[src/rtl/pixel_frame_controller.sv]
// Global-shutter frame sequencer: erase, expose, ramp-ADC conversion, bus
// turnaround, then two-cycle-per-row readout. Every output is a flop.
module pixel_frame_controller #(
    parameter int ERASE_CYCLES = 5,
    parameter int COUNTER_BITS = 8,
    parameter int NUM_ROWS     = 2
) (
    input  logic                    clk,
    input  logic                    reset_n,
    input  logic                    start,
    input  logic                    abort,
    input  logic [7:0]              expose_time,
    output logic                    erase,
    output logic                    expose,
    output logic                    ramp_en,
    output logic [COUNTER_BITS-1:0] adc_count,
    output logic                    adc_drive,
    output logic [NUM_ROWS-1:0]     read_row,
    output logic                    rd_valid,
    output logic [3:0]              rd_row_idx,
    output logic                    busy,
    output logic                    frame_done
);

    localparam logic [2:0] S_IDLE    = 3'd0;
    localparam logic [2:0] S_ERASE   = 3'd1;
    localparam logic [2:0] S_EXPOSE  = 3'd2;
    localparam logic [2:0] S_CONVERT = 3'd3;
    localparam logic [2:0] S_TURN    = 3'd4;
    localparam logic [2:0] S_READ    = 3'd5;

    localparam logic [7:0]              ERASE_LAST = 8'(ERASE_CYCLES - 1);
    localparam logic [3:0]              LAST_ROW   = 4'(NUM_ROWS - 1);
    localparam logic [NUM_ROWS-1:0]     ROW0       = NUM_ROWS'(1);
    localparam logic [COUNTER_BITS-1:0] ADC_MAX    = {COUNTER_BITS{1'b1}};

    logic [2:0] state;
    logic [7:0] cnt;
    logic [7:0] t_len;

    always_ff @(posedge clk or negedge reset_n) begin
        if (!reset_n) begin
            state      <= S_IDLE;
            cnt        <= 8'd0;
            t_len      <= 8'd0;
            erase      <= 1'b0;
            expose     <= 1'b0;
            ramp_en    <= 1'b0;
            adc_count  <= '0;
            adc_drive  <= 1'b0;
            read_row   <= '0;
            rd_valid   <= 1'b0;
            rd_row_idx <= 4'd0;
            busy       <= 1'b0;
            frame_done <= 1'b0;
        end else begin
            frame_done <= 1'b0;
            // Abort beats every transition and suppresses the done pulse.
            if (abort && state != S_IDLE) begin
                state      <= S_IDLE;
                cnt        <= 8'd0;
                erase      <= 1'b0;
                expose     <= 1'b0;
                ramp_en    <= 1'b0;
                adc_count  <= '0;
                adc_drive  <= 1'b0;
                read_row   <= '0;
                rd_valid   <= 1'b0;
                rd_row_idx <= 4'd0;
                busy       <= 1'b0;
            end else begin
                case (state)
                    S_IDLE: begin
                        if (start && !abort) begin
                            state <= S_ERASE;
                            erase <= 1'b1;
                            busy  <= 1'b1;
                            cnt   <= 8'd0;
                            t_len <= (expose_time == 8'd0) ? 8'd1 : expose_time;
                        end
                    end
                    S_ERASE: begin
                        if (cnt == ERASE_LAST) begin
                            state  <= S_EXPOSE;
                            erase  <= 1'b0;
                            expose <= 1'b1;
                            cnt    <= 8'd0;
                        end else begin
                            cnt <= cnt + 8'd1;
                        end
                    end
                    S_EXPOSE: begin
                        if (cnt == t_len - 8'd1) begin
                            state     <= S_CONVERT;
                            expose    <= 1'b0;
                            ramp_en   <= 1'b1;
                            adc_drive <= 1'b1;
                            adc_count <= '0;
                            cnt       <= 8'd0;
                        end else begin
                            cnt <= cnt + 8'd1;
                        end
                    end
                    S_CONVERT: begin
                        if (adc_count == ADC_MAX) begin
                            state     <= S_TURN;
                            ramp_en   <= 1'b0;
                            adc_drive <= 1'b0;
                            adc_count <= '0;
                        end else begin
                            adc_count <= adc_count + COUNTER_BITS'(1);
                        end
                    end
                    S_TURN: begin
                        state      <= S_READ;
                        read_row   <= ROW0;
                        rd_row_idx <= 4'd0;
                        rd_valid   <= 1'b0;
                    end
                    S_READ: begin
                        // rd_valid doubles as the settle/valid phase bit.
                        if (!rd_valid) begin
                            rd_valid <= 1'b1;
                        end else if (rd_row_idx == LAST_ROW) begin
                            state      <= S_IDLE;
                            read_row   <= '0;
                            rd_valid   <= 1'b0;
                            rd_row_idx <= 4'd0;
                            busy       <= 1'b0;
                            frame_done <= 1'b1;
                        end else begin
                            read_row   <= read_row << 1;
                            rd_row_idx <= rd_row_idx + 4'd1;
                            rd_valid   <= 1'b0;
                        end
                    end
                    default: state <= S_IDLE;
                endcase
            end
        end
    end

endmodule

[config.mk]
export PLATFORM = sky130hd
export DESIGN_NAME = pixel_frame_controller
export DESIGN_NICKNAME = d
export VERILOG_FILES = /design/src/rtl/pixel_frame_controller.sv
export SDC_FILE = /design/constraint.sdc
export NUM_CORES = 1
export LEC_CHECK = 0
export ABC_AREA = 1
export ABC_CLOCK_PERIOD_IN_PS = 3550
export CELL_PAD_IN_SITES_DETAIL_PLACEMENT = 1
export CELL_PAD_IN_SITES_GLOBAL_PLACEMENT = 1
export CORE_ASPECT_RATIO = 1.4
export CORE_UTILIZATION = 44
export CTS_BUF_LIST = sky130_fd_sc_hd__clkbuf_8
export DETAILED_ROUTE_END_ITERATION = 8
export PLACE_DENSITY_LB_ADDON = 0.1
export SYNTH_ARGS = -nofsm -noshare
export SYNTH_HDL_FRONTEND = slang
export SYNTH_SLANG_ARGS = --single-unit
export TNS_END_PERCENT = 100
[constraint.sdc]
create_clock -name clk -period 3.55 [get_ports clk]
set_input_delay 0.5325 -clock clk [delete_from_list [all_inputs] [get_ports clk]]
set_output_delay 0.5325 -clock clk [all_outputs]
set_load 0.005 [all_outputs]
==> reports/qor.yml <==
critPathMaxFanout: 14
power.density_nw_per_um2: 681.3
cp.arrival_ps: 2330
timing.final.hold_violations: 0
dr.pass1.iters: 4
overflow: 0
worst-endpoint-required_ps: 3750
postSynthRegisterBits: 39
synth_seq_area_share_pct: 41.23
ctsLongestPathBuffers: 2
largest_net_degree_at_the_start_of_global_routing: 40
setup_slack_ps: 1422
row_count: 31
synthTopCellsByArea: "sky130_fd_sc_hd__dfrtp_1 (41%), sky130_fd_sc_hd__nand2_1 (17%), sky130_fd_sc_hd__nand3_1 (7.2%)"
rsz0062_at_grt: "no"
drive_above_1_share_pct: 6.407
die-width_um: 63.99
min_period_over_period_pct: 59.94
cts_resized: 0
dieArea_um2: 5681
fillCellCount: 670
synth.lib_cells_used.distinct: 33
mappedNetlistArea_um2: 2367
worst_ir_drop_vdd_uv: 299.9
final_max_slew_viol_count: 0
totalWireLength_mm: 6.142
fmaxAchievable_mhz: 470.0
grt_antenna_before_repair: 0
cts_num_sinks: 39
finalWeightedCongestion: 0.8185
final.setup_skew_ps: 10.04
finalSetupViolCount: 0
grt_pass1_wl_mm: 10.62
crit_family: "buffers and inverters"
clock_tree_from_tritoncts: "done"
critical_path.startpoint_type: "input port"
htree_num_levels: 2
timing.critical_path.slowest_cell_delay_ps: 460
slew_headroom_pct: 40.47
nNetsFinal: 376
library_cell_appearing_most_often_on_the_critical_path: "sky130_fd_sc_hd__nand2_1"
status: "completed"
regArea_um2: 975.9
num_io_pins: 33
detail_route.drc_violations: 0
leakage_power_nw: 1.424
vias_per_cell: 5.256
critical_path_buf_inv_count: 2
route.vias.total: 2234
synthesis.yosys.warnings: 0
timing.setup.critical_path_class: "input port to flip-flop"
diodes: 0
hold_buffers: 0
synthCells: 324
cts.clk_slew.worst_paths_ps: 90
cts-buffers-inserted: 5
path_cells: "clkdlybuf4s50_1 -> inv_1 -> nand2_1 -> nand2_1 -> nand2_1 -> a31oi_1 -> nand3_1 -> nand2_1 -> nand2_1"
placement.io_buffers: 32
detailedRoute.firstIterationViolations: 59
syn_area_per_cell_um2: 7.306
count_of_max_cap_constraint_violations: 0
floorplan.core_area_um2: 5159
totalNegativeSetupSlack_ps: 0
initial_core_util_pct: 45.89
syn_nets: 342
route.antenna.remaining_nets: 0
crit_slowest_cell: "sky130_fd_sc_hd__clkdlybuf4s50_1"
synth_top_cell_by_area: "sky130_fd_sc_hd__dfrtp_1"
gr-usage-all-layers_pct: 24.40
final_period_minus_worst_setup_slack_ps: 2128
vias_in_the_first_global_route: 2256
worst_slew_pin_slew_ps: 892.9
cts_setup_buffers: 0
drt-wirelength-per-cell_um: 14.45
clock_latency_ps: 300
syn_to_final_growth_pct: 20.51
pre_cts_ws_ps: 1103
dieHeight_um: 88.79
post-synth-top-area-fraction_pct: 41.23
clock-root-buffer: "sky130_fd_sc_hd__clkbuf_8"
hold_class: "input port to async pin"
combined_area_of_the_multi_input_logic_cells_um2: 1205
end_kind: "flip-flop"
detailedPlacementHpwl_mm: 4.621
-- cells in the mapped netlist, drive strengths merged --
master and n:
nor4 3, ha 6, nand4 8, inv 41
xor2 9, o21ai 19, nand3b 4, xnor2 3
nor2 26, o311ai 1, o31ai 1, or2 3
nand3 35, and3 1, a21oi 5, o21a 1
dfrtp 39, nand2 106, nor3b 1, buf 2
a31oi 2, clkbuf 3, nor3 5
-- path summary, 6_finish.rpt --
check / start / to / slack, ps / depth (start not counted)
max: abort / state[0]$_DFFE_PN0P_ / 1420 / 9
min: reset_n / rd_row_idx[0]$_DFFE_PN0P_ / 350 / 1
max reg2reg: t_len[0]$_DFFE_PN0P_ / cnt[3]$_DFFE_PN0P_ / 1530 / 13
min reg2reg: read_row[1]$_DFFE_PN0P_ / read_row[1]$_DFFE_PN0P_ / 500 / 2
max in group asynchronous: reset_n / erase$_DFFE_PN0P_ / 2640 / 1
min in group clk: read_row[1]$_DFFE_PN0P_ / read_row[1]$_DFFE_PN0P_ / 500 / 2
-- where the power goes --
| group | leakage [nW] | internal [mW] | total, mW | switching [mW] |
|---|---|---|---|---|
| Combinational | 0.845 | 0.323 | 0.866 | 0.543 |
| Sequential | 0.517 | 0.552 | 0.680 | 0.129 |
| Clock | 0.0612 | 0.228 | 0.397 | 0.169 |
| Total | 1.42 | 1.10 | 1.94 | 0.841 |
-- state kept, by name (all words and copies together) (netlist names) --
name and count:
state 3, rd_row_idx 4, cnt 8, adc_drive 1
frame_done 1, rd_valid 1, expose 1, t_len 8
erase 1, adc_count 8, busy 1, read_row 2
-- per-stage QoR --
stage | utilization (%) | instances | hold WS (ps) | total power, mW | instance area, um^2
finish | 55.30 | 425 | 352.6 | 1.944 | 2853
global route | 55.30 | 425 | 421.8 | 2.112 | 2853
CTS | 55.30 | 425 | 385.3 | 1.964 | 2853
detailed placement | 53.02 | 417 | 493.3 | 1.557 | 2735
global placement | 53.02 | 417 | 492.2 | 1.526 | 2735
floorplan | - | 324 | 236.9 | 1.259 | 2367
-- cells by family (layout without fill, tap and decap cells) --
| kind of cell | after synthesis | count (layout) | share of synthesized area, % |
|---|---|---|---|
| AOI/OAI and AO/OA | 29 | 29 | 6.765 |
| DFF | 39 | 39 | 41.23 |
| buffers and inverters | 46 | 81 | 7.876 |
| adders and majority gates | 6 | 6 | 3.171 |
| and+or+nand+nor | 192 | 192 | 36.52 |
| xor gates and xnor gates | 12 | 12 | 4.440 |
-- layer usage --
| metal | vias up | wire length, um | GRT usage [%] |
|---|---|---|---|
| met4 | 0 | 163 | 11.16 |
| met1 | 1072 | 2527 | 28.11 |
| li1 | 1106 | - | - |
| met5 | - | 0 | 0 |
| met3 | 16 | 151 | 3.866 |
| met2 | 40 | 3299 | 44.20 |
-- cell usage in the layout, fill, tap and decap left out, types with 2 or more instances in the layout --
cell,count
sky130_fd_sc_hd__clkdlybuf4s50_1,31
sky130_fd_sc_hd__clkbuf_8,6
sky130_fd_sc_hd__xor2_1,9
sky130_fd_sc_hd__nor2_4,2
sky130_fd_sc_hd__o21ai_0,13
sky130_fd_sc_hd__xnor2_1,3
sky130_fd_sc_hd__a31oi_1,2
sky130_fd_sc_hd__inv_1,38
sky130_fd_sc_hd__nor2_1,22
sky130_fd_sc_hd__nor2_2,2
sky130_fd_sc_hd__nor4_1,3
sky130_fd_sc_hd__or2_2,3
sky130_fd_sc_hd__inv_2,2
sky130_fd_sc_hd__nand3b_1,4
sky130_fd_sc_hd__nand4_1,8
sky130_fd_sc_hd__ha_1,6
sky130_fd_sc_hd__nand3_1,34
sky130_fd_sc_hd__o21ai_1,5
sky130_fd_sc_hd__a21oi_1,5
sky130_fd_sc_hd__nand2_1,105
sky130_fd_sc_hd__nor3_1,4
sky130_fd_sc_hd__dfrtp_1,39
-- final cells by class --
type | instances | area share [%]
clock buffers | 6 | 2.895
clock inverters | 2 | 1.228
inverters | 41 | 5.482
multi-input cells | 239 | 42.24
repair buffers | 32 | 11.05
well taps | 66 | 2.895
flip-flops and latches | 39 | 34.21
(Power assumes the default switching activity.)
